[src/rtl/storage_bist.sv]
// storage_bist: drives a 16-step D/TClk sequence into a latch and two flip-flops.
// It checks their outputs once per step and reports sticky per-element fail flags
// together with the step index of the first failure.
module storage_bist #(
    parameter logic [15:0] PATTERN = 16'hA5C3,
    parameter int unsigned HOLD    = 1
) (
    input  logic       Clk,
    input  logic       Reset,
    input  logic       Start,
    input  logic       Qa,
    input  logic       Qb,
    input  logic       Qc,
    output logic       D,
    output logic       TClk,
    output logic       Busy,
    output logic       Done,
    output logic       Pass,
    output logic [2:0] FailMask,
    output logic [3:0] FailStep
);

    typedef enum logic [1:0] {
        IDLE = 2'd0,
        RUN  = 2'd1,
        DONE = 2'd2
    } state_t;

    localparam logic [7:0] HOLD_LAST = 8'(HOLD - 1);

    state_t     state, state_next;
    logic [3:0] step, step_next;
    logic [2:0] phase, phase_next;
    logic [7:0] holdcnt, holdcnt_next;
    logic       d_next, tclk_next;
    logic [2:0] mask_next;
    logic [3:0] fstep_next;
    logic       last_cycle;
    logic       sample;
    logic [2:0] mismatch;

    // D value for a given phase of step k. Phase 0 keeps the previous D, so that
    // D and TClk never move in the same cycle.
    function automatic logic drive_d(input logic [2:0] p, input logic [3:0] k, input logic cur);
        logic v;
        v = cur;
        case (p)
            3'd1, 3'd2, 3'd4: v = PATTERN[k];
            3'd3:             v = ~PATTERN[k];
            default:          v = cur;
        endcase
        return v;
    endfunction

    // Sample point and per-element comparison against the expected trio values.
    // Qc is skipped in step 0 because its negedge flop has not yet captured this run's data.
    always_comb begin
        last_cycle  = (holdcnt == HOLD_LAST);
        sample      = (state == RUN) && (phase == 3'd3) && last_cycle;
        mismatch    = 3'b000;
        mismatch[0] = (Qa != ~PATTERN[step]);
        mismatch[1] = (Qb != PATTERN[step]);
        mismatch[2] = (step != 4'd0) && (Qc != PATTERN[step - 4'd1]);
    end

    // Next-state, counter, drive and result logic.
    always_comb begin
        state_next   = state;
        step_next    = step;
        phase_next   = phase;
        holdcnt_next = holdcnt;
        d_next       = D;
        tclk_next    = TClk;
        mask_next    = FailMask;
        fstep_next   = FailStep;
        case (state)
            IDLE, DONE: begin
                if (Start) begin
                    state_next   = RUN;
                    step_next    = 4'd0;
                    phase_next   = 3'd0;
                    holdcnt_next = 8'd0;
                    mask_next    = 3'b000;
                    fstep_next   = 4'd0;
                    tclk_next    = 1'b0;
                end
            end
            RUN: begin
                if (sample) begin
                    mask_next = FailMask | mismatch;
                    if ((FailMask == 3'b000) && (mismatch != 3'b000)) begin
                        fstep_next = step;
                    end
                end
                if (!last_cycle) begin
                    holdcnt_next = holdcnt + 8'd1;
                end else begin
                    holdcnt_next = 8'd0;
                    if (phase == 3'd4) begin
                        if (step == 4'd15) begin
                            state_next = DONE;
                        end else begin
                            step_next  = step + 4'd1;
                            phase_next = 3'd0;
                        end
                    end else begin
                        phase_next = phase + 3'd1;
                    end
                end
                if (state_next == RUN) begin
                    d_next    = drive_d(phase_next, step_next, D);
                    tclk_next = (phase_next >= 3'd2);
                end
            end
            default: state_next = IDLE;
        endcase
    end

    // State, counter, drive and result registers.
    always_ff @(posedge Clk or posedge Reset) begin
        if (Reset) begin
            state    <= IDLE;
            step     <= 4'd0;
            phase    <= 3'd0;
            holdcnt  <= 8'd0;
            D        <= 1'b0;
            TClk     <= 1'b0;
            FailMask <= 3'b000;
            FailStep <= 4'd0;
        end else begin
            state    <= state_next;
            step     <= step_next;
            phase    <= phase_next;
            holdcnt  <= holdcnt_next;
            D        <= d_next;
            TClk     <= tclk_next;
            FailMask <= mask_next;
            FailStep <= fstep_next;
        end
    end

    assign Busy = (state == RUN);
    assign Done = (state == DONE);
    assign Pass = (state == DONE) && (FailMask == 3'b000);

endmodule

[config.mk]
export PLATFORM = sky130hd
export DESIGN_NAME = storage_bist
export DESIGN_NICKNAME = d
export VERILOG_FILES = /design/src/rtl/storage_bist.sv
export SDC_FILE = /design/constraint.sdc
export NUM_CORES = 1
export LEC_CHECK = 0
export CAP_MARGIN = 20
export CORE_MARGIN = 5
export CORE_UTILIZATION = 55
export CTS_CLUSTER_DIAMETER = 60
export DETAILED_ROUTE_END_ITERATION = 10
export PLACE_DENSITY = 0.78
export SYNTH_ARGS = -nofsm -noshare
export SYNTH_HDL_FRONTEND = slang
export SYNTH_SLANG_ARGS = --single-unit
export TNS_END_PERCENT = 10
[constraint.sdc]
create_clock -name Clk -period 2.8 [get_ports Clk]
set_input_delay 0.28 -clock Clk [delete_from_list [all_inputs] [get_ports Clk]]
set_output_delay 0.28 -clock Clk [all_outputs]
set_load 0.005 [all_outputs]
# Word-level counts from Yosys, hierarchy flattened
# Memories as Yosys holds them, arrays and structs flattened.
# Cells that the tools add are included.
totals:
  ff_bits: 26
  romBits: 48
  inputBits: 6
  elab_cells: 91
  n_memories: 3
memory_table:
  columns: ["name", "words", "width", "rd", "rd_clocked_by_memory_dff", "write_ports", "line_no", "rtl"]
  rows:
  - ["(no name shown)", 16, 1, 1, 0, 0, "49", "3'd3: v = ~PATTERN[k];"]
  - ["(no name shown)", 16, 1, 1, 0, 0, "63", "mismatch[2] = (step != 4'd0) && (Qc != PATTERN[step - 4'd1]);"]
  - ["(no name shown)", 16, 1, 1, 0, 0, "62", "mismatch[1] = (Qb != PATTERN[step]);"]
op_classes:
  add_sub_neg: 4
  magnitude_cmp: 4
  eq_ne: 17
  mux: 33
  bitwise: 3
  reduce_logical: 19
op_table:
  columns: ["operator", "n"]
  rows:
  - ["$mux W4", 7]
  - ["$mux W3", 6]
  - ["$mux W8", 2]
  - ["$pmux W4 S2", 2]
  - ["$pmux W8 S2", 1]
  - ["$lt A4 B5 Y1 const B", 3]
  - ["$pmux W3 S2", 2]
  - ["$mux W2", 5]
  - ["$eq A3 B2 Y1 const B", 3]
  - ["$reduce_and A3 Y1", 3]
  - ["$add A8 B1 Y8 const B", 1]
  - ["$logic_not A8 Y1", 1]
  - ["$eq A3 B3 Y1 const B", 2]
  - ["$ne A2 B1 Y1 const B", 3]
  - ["$logic_and A1 B1 Y1", 5]
  - ["$mux W1", 5]
  - ["$add A4 B1 Y4 const B", 1]
  - ["$eq A2 B1 Y1 const B", 2]
  - ["$eq A4 B4 Y1 const B", 1]
  - ["$pmux W1 S2", 2]
  - ["$pmux W2 S2", 1]
  - ["$reduce_and A4 Y1", 1]
  - ["$reduce_bool A2 Y1", 2]
  - ["$reduce_bool A4 Y1", 1]
  - ["15 further kinds", 18]

# Depth between registers and ports, before layout
# Gate-level depths: netlist (run 1).
depth:
  depth_word: 10
  mapped_depth: 9
  depth_no_buf: 8

# Worst setup path before layout (run 1)
# No wires, ideal clock.
synth_timing:
  kind: "flip-flop to flip-flop"
  from: "register step[2]"
  to: "register FailStep[0]"
  setup_ns: 0.080
  arrival_time_ns: 2.159
  setup_slack_ns: 0.562
  path_stages_with_launch: 10
  n_path_buf: 1
  period_less_slack_ns: 2.238
  cell_sequence: "dfrtp_1 > buf_2 > inv_1 > ha_1 > nor2b_1 > o32ai_1 > nor3_1 > o21a_1 > o311ai_2 > mux2i_1"
synth_between:
  elab_chain_len: 9
  word_cells_on_any_way: 15
  classes_between: "1 x add/sub; 4 x eq/ne; 2 x mux; 1 x bitwise; 5 x reduce/logical; 2 x memory"
synth_lines:
  columns: ["item", "line_no", "rtl"]
  rows:
  - ["from (decl)", "32", "logic [3:0] step, step_next;"]
  - ["from (signal assigned)", "132", "step <= step_next;"]
  - ["$sub A4 B1 Y4", "63", null]
  - ["$mem_v2 Z16 W1", null, null]
  - ["$mux W1 (not written as such)", "63", null]
  - ["$ne A1 B1 Y1", "63", null]
  - ["$logic_and A1 B1 Y1", "63", null]
  - ["$reduce_bool A3 Y1 *", "91", "if ((FailMask == 3'b000) && (mismatch != 3'b000)) begin"]
  - ["$logic_and A1 B1 Y1 *", "91", null]
  - ["$ne A2 B1 Y1 (no line) *", null, null]
  - ["$reduce_and A4 Y1 (no line) *", null, null]
  - ["to (signal assigned)", "138", "FailStep <= fstep_next;"]
  - ["to (decl)", "20", "output logic [3:0] FailStep"]
# Mark *: on every way between the ends. The rest lies on a longest branch, timed or not. The select of a mux whose other input is x is not followed.
# A chain may end at the register's enable or synchronous reset.

# Worst setup path in the final report (run 1)
# Same ends and word-level chain as after synthesis.

==> results of run 1 <==
==> synthesized netlist by cell type, types with 4 or more instances <==
| cell type | number | area share, % |
|---|---|---|
| a21oi_1 | 12 | 3.5 |
| dfrtp_1 | 26 | 38 |
| ha_1 | 11 | 8.0 |
| inv_1 | 12 | 2.6 |
| mux2i_1 | 8 | 4.7 |
| nand2_1 | 27 | 5.9 |
| nand3_1 | 4 | 1.2 |
| nand4_1 | 5 | 1.8 |
| nor2_1 | 12 | 2.6 |
| nor2b_1 | 4 | 1.5 |
| o21ai_0 | 6 | 1.8 |
| xnor2_1 | 5 | 2.6 |
| xor2_1 | 6 | 3.1 |
==> worst register-to-register path: cells and delay by family (launching register included) <==
family                   cells  cell delay, ns
multiplexers                 1            0.27
flip-flops                   1            0.52
AO/OA/AOI/OAI                3            0.99
buffers and inverters        1            0.17
AND/OR/NAND/NOR              2            0.27
adder cells (fa/ha/maj)      1            0.25
==> final cells by class <==
cell class / instances / share of cell area [%]
sequential: 26 / 33.5
multi-input combinational: 141 / 50.7
clock buffer: 3 / 1.16
tap: 44 / 2.83
inverter: 14 / 2.70
timing repair buffer: 18 / 9.14
==> kinds of logic after synthesis <==
family,share of synthesized area [%]
mux,6.79
flops,38.0
simple gates,21.1
xor+xnor,6.93
compound gates,14.6
fa+ha+maj,8.03
buf+inv,4.60
==> worst min path at each step <==
stage | cells after the start | end | slack [ns] | start
6_report | 3 | holdcnt[2]$_DFFE_PP0P_ | 0.29 | Reset
4_1_cts | 3 | holdcnt[3]$_DFFE_PP0P_ | 0.30 | Reset
3_5_place_dp | 1 | D$_DFFE_PP0P_ | 0.50 | D$_DFFE_PP0P_
3_3_place_gp | 1 | TClk$_DFFE_PP0P_ | 0.47 | TClk$_DFFE_PP0P_
2_1_floorplan | 1 | D$_DFFE_PP0P_ | 0.32 | Reset
5_1_grt | 3 | FailStep[2]$_DFFE_PP0P_ | 0.33 | Reset
==> layer usage <==
metal	wire length (µm)	track usage, %	vias to the layer above	share of wire (%)
li1	-	-	684	-
met1	1620	23.8	702	46
met2	1750	33.2	30	49
met3	128	2.38	5	3.6
met4	44	4.66	0	1.2
met5	0	0	-	0
==> power by group <==
group / internal, mW / switching (mW) / total, mW / leakage (nW)
Combinational: 0.548 / 0.597 / 1.14 / 0.508
Clock: 0.0505 / 0.108 / 0.158 / 0.0138
Sequential: 0.493 / 0.136 / 0.629 / 0.339
Total: 1.09 / 0.840 / 1.93 / 0.861
==> state kept, by name, indices dropped and copies added (netlist names) <==
register	cells
state	2
TClk	1
FailMask	3
phase	3
step	4
holdcnt	8
D	1
FailStep	4
==> flow_metrics.tcl, run 1 <==
set metrics [dict create \
    worst-path-buf-inv 1 \
    ios 18 \
    min_path_type "primary input to async pin" \
    cp.depth 8 \
    grt_pass1_wl_um 6350 \
    grt-ovfl-total 0 \
    worst_pin_slew_ns 0.515 \
    preCtsSetupSlack_ns 0.256 \
    period_share_pct 91.2 \
    final_common_cell "nand2_1" \
    die_w_um 65.8 \
    finalNonFillerCells 246 \
    rsz0062_at_grt "false" \
    diodes 0 \
    rrSetupSlack_ns 0.25 \
    power_mw 1.93 \
    multi_input_area_um2 985 \
    timing_hold_violations_final 0 \
    clock_sinks 26 \
    grt_max_degree 27 \
    cts_hold_buf 0 \
    status "finished, final reports clean" \
    synth_edf_count 0 \
    avgRoutedWirePerCell_um 14.4 \
    cts_buffers 3 \
    crit_chain "inv_1 > ha_1 > nor2b_1 > o32ai_1 > nor3_1 > o21a_1 > o311ai_2 > mux2i_1" \
    yosysWarnings 0 \
    syn2layout_area_growth_pct 13.4 \
    clock_path_buffers 2 \
    crit-reg2reg-launch "step[2]$_DFFE_PP0P_" \
    async_flop_share_pct 100 \
    hpwlAfterDp_um 2760 \
    drt-vias-per-instance 5.78 \
    track_usage_pct 18.7 \
    drc 0 \
    min_period_ns 2.55 \
    syn_nets 204 \
    start_util_pct 56.6 \
    post_synth_instance_area_um2 1710 \
    drt_iter0_drc 67 \
    end_kind "flip-flop" \
    post_cts_buffers 0 \
    powerDensity_nw_per_um2 994 \
    die_y_um 65.8 \
    nFillCells 265 \
    syn_inst 187 \
    die_area_um2 4330 \
    drv_slew 0 \
    worstSetupStartpoint "step[2]$_DFFE_PP0P_" \
    num_vias 1421 \
    antenna_left 0 \
    avgSynthCellArea_um2 9.17 \
    drive_gt1_share_pct 7.43 \
    synth.distinct_cells 45 \
    placed_cell_area_um2 1920 \
    port-buffer-count 17 \
    routed_wl_um 3550 \
    cts_resized 0 \
    antenna_found_initial 0 \
    tns_ns 0 \
    setup_viol 0 \
    fin_util_pct 64.2 \
    drtPass1Iterations 4 \
    gp_congestion 0.918 \
    num-nets-final 221 \
    seq_area_frac_synth_pct 38.0 \
    final_cell_mix "nand2_1, dfrtp_1, clkdlybuf4s50_1" \
    start_kind "flip-flop" \
    synth_seq_cells 26 \
    crit_path_end "FailStep[0]$_DFFE_PP0P_" \
    cpMaxStageDelayCell "dfrtp_1" \
    r2r_end "FailStep[0]$_DFFE_PP0P_" \
    whs_ns 0.289 \
    root_buffer "clkbuf_4" \
    cp.required_ns 3.04 \
    grt_pass1_vias 1422 \
    cts_tree "yes" \
    power_leakage_nw 0.861 \
    fin_ws_ns 0.246 \
    vdd_drop_max_mv 0.531 \
    crit_path_max_fanout 8 \
    reg2reg_depth 8 \
    cp_slowest_stage_delay_ns 0.52 \
    slew_headroom_pct 65.6 \
    crit_type "flip-flop to flip-flop" \
    crit_family "compound AO/OA/AOI/OAI gates" \
    clk_pin_slew_ns 0.14 \
    h-tree-depth 1 \
    design_area_um2 1940 \
    synth_flop_cell "dfrtp_1" \
    rows 20 \
    regArea_um2 651 \
    dpl.cell_count 243 \
    crit_arrival_ns 2.80 \
    fmax_mhz 392 \
    core_um2 3030 \
    clk_latency_ns 0.32 \
    maxCapViolations 0 \
    fin_skew_ns 0.00803 \
]
Power figures use the tool's default switching activity.
==> inputs of run 2 (changes only) <==
- CORE_ASPECT_RATIO: not set -> 1.2
- CORE_MARGIN: 5 -> 2
- REMOVE_ABC_BUFFERS: not set -> 1
==> flow_metrics.tcl, run 2 (same netlist as run 1, synthesis figures left out) <==
set metrics [dict create \
    finalNonFillerCells 241 \
    num_vias 1429 \
    die_y_um 65.2 \
    worst-path-buf-inv 1 \
    cts_buffers 3 \
    rrSetupSlack_ns 0.23 \
    crit_chain "inv_1 > ha_1 > nor2b_1 > o32ai_1 > nor3_1 > o21a_1 > o311ai_2 > mux2i_1" \
    clk_pin_slew_ns 0.13 \
    power_leakage_nw 0.885 \
    antenna_found_initial 0 \
    placed_cell_area_um2 1920 \
    use_met3_pct 2.27 \
    drc 0 \
    rows 22 \
    clk_latency_ns 0.32 \
    dpl.cell_count 236 \
    h-tree-depth 1 \
    crit_type "flip-flop to flip-flop" \
    root_buffer "clkbuf_4" \
    drtPass1Iterations 4 \
    cpMaxStageDelayCell "dfrtp_1" \
    routed_wl_um 3860 \
    slew_headroom_pct 64.6 \
    status "finished, final reports clean" \
    grt-ovfl-total 0 \
    end_kind "flip-flop" \
    largest_reg_flops 8 \
    cts_hold_buf 0 \
    drv_slew 0 \
    gr-max-usage-layer "met2" \
    fin_util_pct 65.5 \
    ios 18 \
    design_area_um2 1980 \
    rsz0062_at_grt "false" \
    start_util_pct 56.6 \
    final_common_cell "nand2_1" \
    cp.required_ns 3.05 \
    vdd_drop_max_mv 0.757 \
    avgRoutedWirePerCell_um 16.0 \
    crit_path_max_fanout 8 \
    powerDensity_nw_per_um2 1020 \
    grt_pass1_vias 1456 \
    num-nets-final 223 \
    top_register "holdcnt" \
    whs_ns 0.149 \
    drt-vias-per-instance 5.93 \
    cts_tree "yes" \
    die_area_um2 3580 \
    min_period_ns 2.57 \
    period_share_pct 91.8 \
    drive_gt1_share_pct 8.78 \
    core_um2 3030 \
    nFillCells 261 \
    track_usage_pct 24.7 \
    clock_path_buffers 2 \
    grt_pass1_wl_um 6380 \
    tns_ns 0 \
    grt_max_degree 27 \
    drt_iter0_drc 36 \
    setup_viol 0 \
    min_path_type "primary input to async pin" \
    antenna_left 0 \
    fin_skew_ns 0.00415 \
    hpwlAfterDp_um 2920 \
    syn2layout_area_growth_pct 15.6 \
    cts_resized 0 \
    cp_slowest_stage_delay_ns 0.53 \
    grt.met2_usage_pct 41.8 \
    start_kind "flip-flop" \
    gp_congestion 0.910 \
    multi_input_area_um2 985 \
    timing_hold_violations_final 0 \
    regArea_um2 651 \
    die_w_um 55.0 \
    clock_sinks 26 \
    crit_arrival_ns 2.82 \
    maxCapViolations 0 \
    diodes 0 \
    met1_usage_pct 31.0 \
    fmax_mhz 389 \
    worst_pin_slew_ns 0.531 \
    final_cell_mix "nand2_1, dfrtp_1, clkdlybuf4s50_1" \
    reg_top3 "holdcnt: 8 flops, FailStep: 4 flops, step: 4 flops" \
    crit_family "compound AO/OA/AOI/OAI gates" \
    port-buffer-count 17 \
    post_cts_buffers 0 \
]
==> run 2: changes by cell type in the layout (fill, tap and decap cells not counted), sizes merged <==
| cell | before | now |
|---|---|---|
| clkbuf | 3 | 4 |
| buf | 1 | 3 |
==> run 2: final timing paths <==
kind	start	endpoint	cells past startpoint
worst max-delay path	step[2]$_DFFE_PP0P_	FailStep[1]$_DFFE_PP0P_	8
worst min-delay path	Reset	FailStep[1]$_DFFE_PP0P_	2
worst max register to register	step[2]$_DFFE_PP0P_	FailStep[1]$_DFFE_PP0P_	8
worst min register to register	TClk$_DFFE_PP0P_	TClk$_DFFE_PP0P_	1
max in group asynchronous	Reset	holdcnt[7]$_DFFE_PP0P_	3
min in group Clk	TClk$_DFFE_PP0P_	TClk$_DFFE_PP0P_	1
==> run 2: per-stage QoR <==
step                      setup slack [ns]  total power [mW]
final                                0.229              2.02
after detailed placement             0.267              1.81
after global routing                0.0693              2.20
after global placement               0.427              1.75
after floorplan                      0.561              1.46
after CTS                            0.255              2.01
==> run 2: area by class of cell <==
cell class                      instances  area share, %
Sequential cell                        26           32.8
Inverter                               14           2.65
Multi-Input combinational cell        141           49.7
Clock buffer                            4           1.83
Tap cell                               36           2.27
Timing Repair Buffer                   20           10.7
==> run 2: worst register-to-register path: stages, from the launching register on <==
cell	delay (ns)
dfrtp_1	0.53
inv_1	0.16
ha_1	0.25
nor2b_1	0.14
o32ai_1	0.30
nor3_1	0.13
o21a_1	0.22
o311ai_2	0.50
mux2i_1	0.26
==> run 2: layer usage <==
layer / routed length (µm) / up-vias
met1: 1600 / 695
met5: 0 / -
met4: 113 / 0
met3: 108 / 14
met2: 2040 / 36
li1: - / 684
==> run 2: power breakdown <==
group	switching, mW	leakage [nW]	internal (mW)
clock	0.108	0.0210	0.0797
sequential	0.141	0.339	0.493
combinational	0.633	0.525	0.569
